**src/rtl/multi_cycle_control_unit.sv**
```systemverilog
// multi_cycle_control_unit: IF/ID/EXE/MEM/WB sequencer and datapath control decode for a multi-cycle CPU
module multi_cycle_control_unit #(
    parameter int OPW = 6,
    parameter int STW = 3
) (
    input  logic           CLK,
    input  logic           RST,
    input  logic [OPW-1:0] opcode,
    input  logic           zero,
    output logic [STW-1:0] State,
    output logic           PCWre,
    output logic [1:0]     PCSrc,
    output logic           IRWre,
    output logic           InsMemRW,
    output logic           RegWre,
    output logic [1:0]     RegDst,
    output logic           WrRegDSrc,
    output logic           ALUSrcA,
    output logic           ALUSrcB,
    output logic [2:0]     ALUOp,
    output logic           ExtSel,
    output logic           mRD,
    output logic           mWR,
    output logic           DBDataSrc
);
    localparam logic [STW-1:0] S_IF   = STW'(3'b000);
    localparam logic [STW-1:0] S_ID   = STW'(3'b001);
    localparam logic [STW-1:0] S_EXE  = STW'(3'b010);
    localparam logic [STW-1:0] S_MEM  = STW'(3'b011);
    localparam logic [STW-1:0] S_WBR  = STW'(3'b100);
    localparam logic [STW-1:0] S_WBL  = STW'(3'b101);
    localparam logic [STW-1:0] S_HALT = STW'(3'b111);

    localparam logic [OPW-1:0] OP_ADD   = OPW'(6'b000000);
    localparam logic [OPW-1:0] OP_SUB   = OPW'(6'b000001);
    localparam logic [OPW-1:0] OP_ADDIU = OPW'(6'b000010);
    localparam logic [OPW-1:0] OP_AND   = OPW'(6'b010000);
    localparam logic [OPW-1:0] OP_ORI   = OPW'(6'b010010);
    localparam logic [OPW-1:0] OP_SLT   = OPW'(6'b100110);
    localparam logic [OPW-1:0] OP_SW    = OPW'(6'b110000);
    localparam logic [OPW-1:0] OP_LW    = OPW'(6'b110001);
    localparam logic [OPW-1:0] OP_BEQ   = OPW'(6'b110100);
    localparam logic [OPW-1:0] OP_BNE   = OPW'(6'b110101);
    localparam logic [OPW-1:0] OP_J     = OPW'(6'b111000);
    localparam logic [OPW-1:0] OP_JR    = OPW'(6'b111001);
    localparam logic [OPW-1:0] OP_JAL   = OPW'(6'b111010);
    localparam logic [OPW-1:0] OP_HALT  = OPW'(6'b111111);

    logic [STW-1:0] state_q, state_d, state_n;
    logic op_add, op_sub, op_addiu, op_and, op_ori, op_slt, op_sw, op_lw;
    logic op_beq, op_bne, op_j, op_jr, op_jal, op_halt, op_r, op_undef;
    logic in_id, in_exe, in_mem, in_wbr, in_wbl, alu_on, pc_wr;

    assign op_add   = opcode == OP_ADD;
    assign op_sub   = opcode == OP_SUB;
    assign op_addiu = opcode == OP_ADDIU;
    assign op_and   = opcode == OP_AND;
    assign op_ori   = opcode == OP_ORI;
    assign op_slt   = opcode == OP_SLT;
    assign op_sw    = opcode == OP_SW;
    assign op_lw    = opcode == OP_LW;
    assign op_beq   = opcode == OP_BEQ;
    assign op_bne   = opcode == OP_BNE;
    assign op_j     = opcode == OP_J;
    assign op_jr    = opcode == OP_JR;
    assign op_jal   = opcode == OP_JAL;
    assign op_halt  = opcode == OP_HALT;
    assign op_r     = op_add | op_sub | op_and | op_slt;
    assign op_undef = !(op_r | op_addiu | op_ori | op_sw | op_lw | op_beq | op_bne |
                        op_j | op_jr | op_jal | op_halt);

    assign in_id  = state_q == S_ID;
    assign in_exe = state_q == S_EXE;
    assign in_mem = state_q == S_MEM;
    assign in_wbr = state_q == S_WBR;
    assign in_wbl = state_q == S_WBL;
    assign alu_on = in_exe | in_mem | in_wbr | in_wbl;

    // State register; the only flop in the controller
    always_ff @(posedge CLK) begin
        state_q <= state_d;
    end

    // Next-state sequencing; reset overrides everything and returns to fetch
    always_comb begin
        state_n = S_IF;
        case (state_q)
            S_IF:   state_n = S_ID;
            S_ID:   state_n = (op_j | op_jr | op_jal | op_undef) ? S_IF : op_halt ? S_HALT : S_EXE;
            S_EXE:  state_n = (op_beq | op_bne) ? S_IF : (op_lw | op_sw) ? S_MEM : S_WBR;
            S_MEM:  state_n = op_lw ? S_WBL : S_IF;
            S_HALT: state_n = S_HALT;
            default: state_n = S_IF;
        endcase
        state_d = RST ? S_IF : state_n;
    end

    // Datapath controls; every write strobe is suppressed while RST is high
    always_comb begin
        pc_wr     = !RST && state_n == S_IF && (in_id | in_exe | in_mem | in_wbr | in_wbl);
        PCWre     = pc_wr;
        PCSrc     = !pc_wr ? 2'b00 :
                    (in_id && (op_j | op_jal)) ? 2'b11 :
                    (in_id && op_jr) ? 2'b10 :
                    (in_exe && ((op_beq && zero) || (op_bne && !zero))) ? 2'b01 : 2'b00;
        IRWre     = !RST && state_q == S_IF;
        InsMemRW  = !RST && state_q == S_IF;
        RegWre    = !RST && (in_wbr || in_wbl || (in_id && op_jal));
        RegDst    = in_wbr ? (op_r ? 2'b10 : 2'b01) : in_wbl ? 2'b01 : 2'b00;
        WrRegDSrc = in_wbr | in_wbl;
        DBDataSrc = in_wbl;
        ALUSrcA   = 1'b0;
        ALUSrcB   = alu_on && (op_addiu | op_ori | op_lw | op_sw);
        ExtSel    = alu_on && !op_ori;
        ALUOp     = !alu_on ? 3'b000 :
                    (op_sub | op_beq | op_bne) ? 3'b001 :
                    op_and ? 3'b100 :
                    op_ori ? 3'b101 :
                    op_slt ? 3'b110 : 3'b000;
        mRD       = !RST && in_mem && op_lw;
        mWR       = !RST && in_mem && op_sw;
        State     = state_q;
    end
endmodule
```
**config.mk**
```make
export PLATFORM = sky130hd
export DESIGN_NAME = multi_cycle_control_unit
export DESIGN_NICKNAME = d
export VERILOG_FILES = /design/src/rtl/multi_cycle_control_unit.sv
export SDC_FILE = /design/constraint.sdc
export NUM_CORES = 1
export LEC_CHECK = 0
export ABC_AREA = 1
export CAP_MARGIN = 10
export CORE_MARGIN = 3
export CORE_UTILIZATION = 42
export DETAILED_ROUTE_END_ITERATION = 7
export GPL_TIMING_DRIVEN = 0
export PLACE_DENSITY = 0.93
export SYNTH_ARGS = -nofsm -noshare
export SYNTH_HDL_FRONTEND = slang
export SYNTH_SLANG_ARGS = --single-unit
export TNS_END_PERCENT = 1
```
**constraint.sdc**
```tcl
create_clock -name CLK -period 3.85 [get_ports CLK]
set_clock_uncertainty 0.1 [all_clocks]
set_input_delay 0.385 -clock CLK [delete_from_list [all_inputs] [get_ports CLK]]
set_output_delay 0.385 -clock CLK [all_outputs]
set_load 0.01 [all_outputs]
```
==> flow_metrics.tcl, run 1 <==
set metrics [dict create \
    status "complete, no violations" \
    cts_resized 0 \
    ys_ff_latch 3 \
    initial_utilization_pct 49.0 \
    p_leak_uw 0.000441 \
    peakVddDrop_mv 0.129 \
    wl_met2_um 732 \
    layout.cells.non_filler 153 \
    clockBufferDepth 2 \
    finalPower_uw 151 \
    syn_nets 116 \
    clkSinkCount 3 \
    setup_viol 0 \
    first_global_vias 706 \
    max_freq_mhz 342 \
    synthCells 107 \
    path_buf_inv 3 \
    hold_start "State[1]" \
    fin_crit_sh_pct 75.8 \
    worst_ep_required_time_ns 3.37 \
    min_path_cells 2 \
    drt-pass1-iter-count 4 \
    row_count 12 \
    chipHeight_um 43.4 \
    cpMostUsedCell "nor2_1" \
    wl_met3_um 147 \
    place_congestion 0.905 \
    core-area_um2 1200 \
    grt_max_degree 10 \
    crit_cells 11 \
    overflow 0 \
    fin_setup_tns_ns 0 \
    largest_register_ffs 3 \
    synth.distinct_cells 22 \
    rr_startpoint "State[1]" \
    hp-class "flop to flop" \
    place_ws_ns 0.952 \
    cap_violations 0 \
    r2r-end "State[2]" \
    wire_per_inst_um 10.5 \
    syn_to_final_growth_pct 55.1 \
    hold_end "State[1]" \
    syn_area_um2 588 \
    ant_nets 0 \
    layout_common_cells "clkdlybuf4s50_1 (28), nand2_1 (20), inv_1 (17), nor2_1 (17), nand3_1 (14)" \
    endpoint_kind "output port" \
    cts-root-buf "clkbuf_4" \
    final_common_cell "clkdlybuf4s50_1" \
    final.fill_count 105 \
    clock_latency_ns 0.24 \
    critPathKind "input pin to output port" \
    crit_fanout 4 \
    globalRouteTotalUtil_pct 18.9 \
    layout_setup_ws_ns 0.930 \
    clk_pin_slew_worst_paths_ns 0.04 \
    final-hold-violation-count 0 \
    antenna_found_initial 0 \
    postLayoutCoreUtil_pct 75.9 \
    hpwl_um 1360 \
    htreeDepth 1 \
    yosysWarnings 0 \
    numPortBuffers 28 \
    postCtsHoldBufs 0 \
    p_per_area_nw_per_um2 166 \
    drt_iter0_markers 31 \
    r2r_cells 6 \
    cp-start-kind "input pin" \
    die_area_um2 1890 \
    ios 30 \
    cp_cell_sequence "clkdlybuf4s50_1, inv_1, nor2_1, nand2_1, nor2_1, nor2_1, nand3_1, nand2_1, nand3_2, nor3_1, clkdlybuf4s50_1" \
    cts_tree "done" \
    routed_via_density 5.20 \
    syn_area_per_cell_um2 5.50 \
    die_x_um 43.4 \
    dpl.cell_count 149 \
    highest-signal-layer "met4" \
    period_minus_slack_ns 2.92 \
    path_delay_family "buffers and inverters" \
    critPathMaxStageDelay_ns 0.56 \
    post-cts-setup-buffers 0 \
    grt_pass1_wl_um 2800 \
    fin_nets 149 \
    cp_slowest_cell "clkdlybuf4s50_1" \
    rsz0062_at_grt "false" \
    maxSlewViolCount 0 \
    dr_total_vias 796 \
    drt_wl_total_um 1610 \
    crit_arrival_ns 2.44 \
    r2r_slack_ns 2.44 \
    ys_seq_area_share_pct 10.2 \
    antenna_cells 0 \
    final_layout_size_suffix_gt1_share_pct 15.1 \
    cts_made_buffers 3 \
    drc_errors 0 \
    wl_met1_um 667 \
]
[stage by stage]
stage	cell area, um^2	hold WS, ns
after detailed placement	886	0.534
final	912	0.548
after CTS	912	0.538
after floorplan	588	0.354
after global routing	912	0.606
after global placement	886	0.532
[routing by layer]
metal  global-route usage, %  vias up
met2                    29.5       41
met4                    15.1        0
met3                    4.56        7
met1                    21.7      336
met5                       0        -
li1                        -      412
[power breakdown]
| part | leakage, uW | switching, uW | internal [uW] |
|---|---|---|---|
| clock | 0.0000150 | 19.2 | 39.0 |
| sequential | 0.0000245 | 2.11 | 32.7 |
| combinational | 0.000401 | 31.8 | 26.6 |
[worst register-to-register path, stage by stage, from the launching register on]
cell and delay [ns]:
dfxtp_1 0.39, inv_2 0.09, nor3_1 0.32, nand3_1 0.12
nor2_1 0.20, nor2_4 0.05, nor2_1 0.08
[cell usage after synthesis]
| cell type | count | share of area (%) |
|---|---|---|
| o2111ai_1 | 1 | 1.5 |
| inv_1 | 17 | 11 |
| o21ai_0 | 1 | 0.85 |
| nand3_2 | 3 | 5.1 |
| nor2_1 | 17 | 11 |
| a31oi_1 | 3 | 3.2 |
| a21oi_1 | 1 | 0.85 |
| o211a_1 | 1 | 1.7 |
| a41oi_1 | 1 | 1.5 |
| nor2_4 | 4 | 7.7 |
| nand2_1 | 20 | 13 |
| o21a_1 | 1 | 1.3 |
| inv_2 | 3 | 1.9 |
| dfxtp_1 | 3 | 10 |
| nand2_2 | 4 | 4.3 |
| nand4_1 | 4 | 4.3 |
| o221ai_1 | 1 | 1.5 |
| conb_1 | 1 | 0.64 |
| nor3_1 | 3 | 2.6 |
| nand3_1 | 14 | 12 |
| nor2_2 | 2 | 2.1 |
| buf_4 | 2 | 2.6 |
[cells by family after synthesis]
logic type / after synthesis / share of synthesized area, %
DFF: 3 / 10.2
buffers and inverters: 22 / 15.3
and+or+nand+nor: 71 / 61.5
other: 1 / 0.638
AOI/OAI and AO/OA: 10 / 12.3
[how the worst max path moves through the flow]
stage | startpoint | to
2_1_floorplan | State[1] | PCSrc[0]
3_3_place_gp | opcode[1] | PCSrc[0]
3_5_place_dp | opcode[1] | PCSrc[1]
4_1_cts | opcode[1] | PCSrc[1]
5_1_grt | opcode[1] | PCSrc[1]
6_report | opcode[1] | PCSrc[1]
[layout make-up]
class | count | area [um^2] | area share [%]
Multi-Input combinational cell | 82 | 438 | 48.0
Timing Repair Buffer | 28 | 280 | 30.7
Inverter | 20 | 75.1 | 8.23
Sequential cell | 3 | 60.1 | 6.58
Clock buffer | 4 | 26.3 | 2.88
Tap cell | 14 | 17.5 | 1.92
Buffer | 2 | 15.0 | 1.65
(Power assumes the default switching activity.)
==> inputs of run 2 (changes only) <==
--- a/config.mk
+++ b/config.mk
@@ -8,10 +8,10 @@
 export ABC_AREA = 1
 export CAP_MARGIN = 10
 export CORE_MARGIN = 3
-export CORE_UTILIZATION = 42
+export CORE_UTILIZATION = 39
 export DETAILED_ROUTE_END_ITERATION = 7
 export GPL_TIMING_DRIVEN = 0
-export PLACE_DENSITY = 0.93
+export PLACE_DENSITY = 0.88
 export SYNTH_ARGS = -nofsm -noshare
 export SYNTH_HDL_FRONTEND = slang
 export SYNTH_SLANG_ARGS = --single-unit
==> constraint.sdc (replaced) <==
create_clock -name CLK -period 2.94 [get_ports CLK]
set_clock_uncertainty 0.1 [all_clocks]
set_input_delay 0.294 -clock CLK [delete_from_list [all_inputs] [get_ports CLK]]
set_output_delay 0.294 -clock CLK [all_outputs]
set_load 0.01 [all_outputs]
==> run 2 against run 1 <==
  * Die area up 6.6%
  * Cell area up 0.14%
  * Via count up 3.8%
  * Clock power up 23%
  * Sequential power up 32%
  * Highest routed layer is now met3
==> flow_metrics.tcl, run 2 (same netlist as run 1, synthesis figures left out) <==
set metrics [dict create \
    final-hold-violation-count 0 \
    cp-start-kind "input pin" \
    clkSinkCount 3 \
    rsz0062_at_grt "false" \
    core-area_um2 1350 \
    status "complete, no violations" \
    p_per_area_nw_per_um2 213 \
    cp_slowest_cell "clkdlybuf4s50_1" \
    crit_arrival_ns 2.42 \
    final.fill_count 127 \
    largest_register_ffs 3 \
    cts_resized 0 \
    grt_pass1_wl_um 2750 \
    hold_start "State[1]" \
    die_area_um2 2010 \
    dr_total_vias 826 \
    clk_pin_slew_worst_paths_ns 0.04 \
    syn_to_final_growth_pct 55.3 \
    fin_nets 149 \
    first_global_vias 681 \
    rr_startpoint "State[1]" \
    cts_tree "done" \
    switchingPower_uw 65.9 \
    wl_met1_um 723 \
    overflow 0 \
    hold_end "State[1]" \
    drc_errors 0 \
    post-cts-setup-buffers 0 \
    seqPwrFrac_pct 23.6 \
    die_x_um 44.8 \
    cts_made_buffers 3 \
    dpl.cell_count 150 \
    critPathKind "input pin to output port" \
    ios 30 \
    period_minus_slack_ns 2.81 \
    drt_iter0_markers 36 \
    cap_violations 0 \
    highest-signal-layer "met3" \
    peakVddDrop_mv 0.270 \
    postCtsHoldBufs 0 \
    antenna_cells 0 \
    drt_wl_total_um 1680 \
    p_comb_share_pct 39.6 \
    place_congestion 0.851 \
    crit_fanout 4 \
    ant_nets 0 \
    drt-pass1-iter-count 4 \
    fin_setup_tns_ns 0 \
    wire_per_inst_um 10.9 \
    globalRouteTotalUtil_pct 17.4 \
    worst_ep_required_time_ns 2.55 \
    multi_input_area_um2 438 \
    final_layout_size_suffix_gt1_share_pct 15.1 \
    final_common_cell "clkdlybuf4s50_1" \
    chipHeight_um 44.8 \
    p_leak_uw 0.000441 \
    clock_latency_ns 0.23 \
    min_path_cells 2 \
    endpoint_kind "output port" \
    cp_cell_sequence "clkdlybuf4s50_1, nor2_1, nand3_1, nand2_1, nor2_1, nand3_1, nand2_1, nand3_2, nor3_1, clkdlybuf4s50_1" \
    max_freq_mhz 356 \
    r2r_slack_ns 1.53 \
    p_clk_share_pct 36.8 \
    clockBufferDepth 2 \
    initial_utilization_pct 43.6 \
    seqCellArea_um2 60.1 \
    setup_viol 0 \
    antenna_found_initial 0 \
    routed_via_density 5.36 \
    wl_met2_um 822 \
    whs_ns 0.558 \
    layout.cells.non_filler 154 \
    maxSlewViolCount 0 \
    wl_met3_um 136 \
    r2r-end "State[2]" \
    layout_common_cells "clkdlybuf4s50_1 (28), nand2_1 (20), inv_1 (17), nor2_1 (17), nand3_1 (14)" \
    numPortBuffers 28 \
    fin_crit_sh_pct 95.6 \
    switching_share_pct 33.9 \
    hpwl_um 1380 \
    cts-root-buf "clkbuf_4" \
    r2r_cells 6 \
    critPathMaxStageDelay_ns 0.57 \
    htreeDepth 1 \
    grt_max_degree 10 \
    internal-power_uw 128 \
    row_count 13 \
    hp-class "flop to flop" \
]
==> run 2: cell counts in the layout (fill, tap and decap cells not counted) <==
Identical to the previous run, type by type.
==> run 2: area by class of cell <==
| type | count | share of cell area, % |
|---|---|---|
| multi-input combinational | 82 | 47.9 |
| timing repair buffer | 28 | 30.7 |
| inverter | 20 | 8.22 |
| sequential | 3 | 6.58 |
| clock buffer | 4 | 2.88 |
| tap | 15 | 2.05 |
| buffer | 2 | 1.64 |
==> run 2: worst max-delay path by stage <==
stage | start | to | slack (ns) | cells past startpoint
6_report | opcode[1] | PCSrc[0] | 0.13 | 10
5_1_grt | opcode[1] | PCSrc[1] | 0.009 | 11
4_1_cts | opcode[1] | PCSrc[0] | 0.13 | 10
3_5_place_dp | opcode[1] | PCSrc[0] | 0.13 | 10
3_3_place_gp | opcode[1] | PCSrc[0] | 0.20 | 10
2_1_floorplan | State[1] | PCSrc[0] | 1.13 | 8
==> run 2: critical path: cells and delay by family <==
| kind | cells | cell delay, ns |
|---|---|---|
| AND/OR/NAND/NOR | 8 | 0.98 |
| buffers and inverters | 2 | 1.13 |
==> run 2: layer usage <==
metal  up-vias  GRT usage, %
li1        415             -
met1       367          23.8
met2        44          27.5
met3         0          4.78
met4         0          3.51
met5         -             0
==> run 2: through the flow <==
| stage | total power, uW | setup slack, ns | cell area (um^2) | utilization [%] |
|---|---|---|---|---|
| after floorplan | 87.9 | 1.13 | 588 | - |
| after global placement | 121 | 0.200 | 887 | 65.7 |
| after detailed placement | 123 | 0.133 | 887 | 65.7 |
| after CTS | 194 | 0.134 | 913 | 67.7 |
| after global routing | 208 | 0.00901 | 913 | 67.7 |
| final | 194 | 0.131 | 913 | 67.7 |
==> run 2: power by group through the flow <==
stage               sequential (uW)  clock, uW  combinational [uW]
floorplan                      46.7          0                41.2
global placement               46.1          0                74.6
detailed placement             46.5          0                76.2
CTS                            45.8       71.8                76.5
global route                   46.0       77.4                84.3
finish                         45.9       71.5                76.9
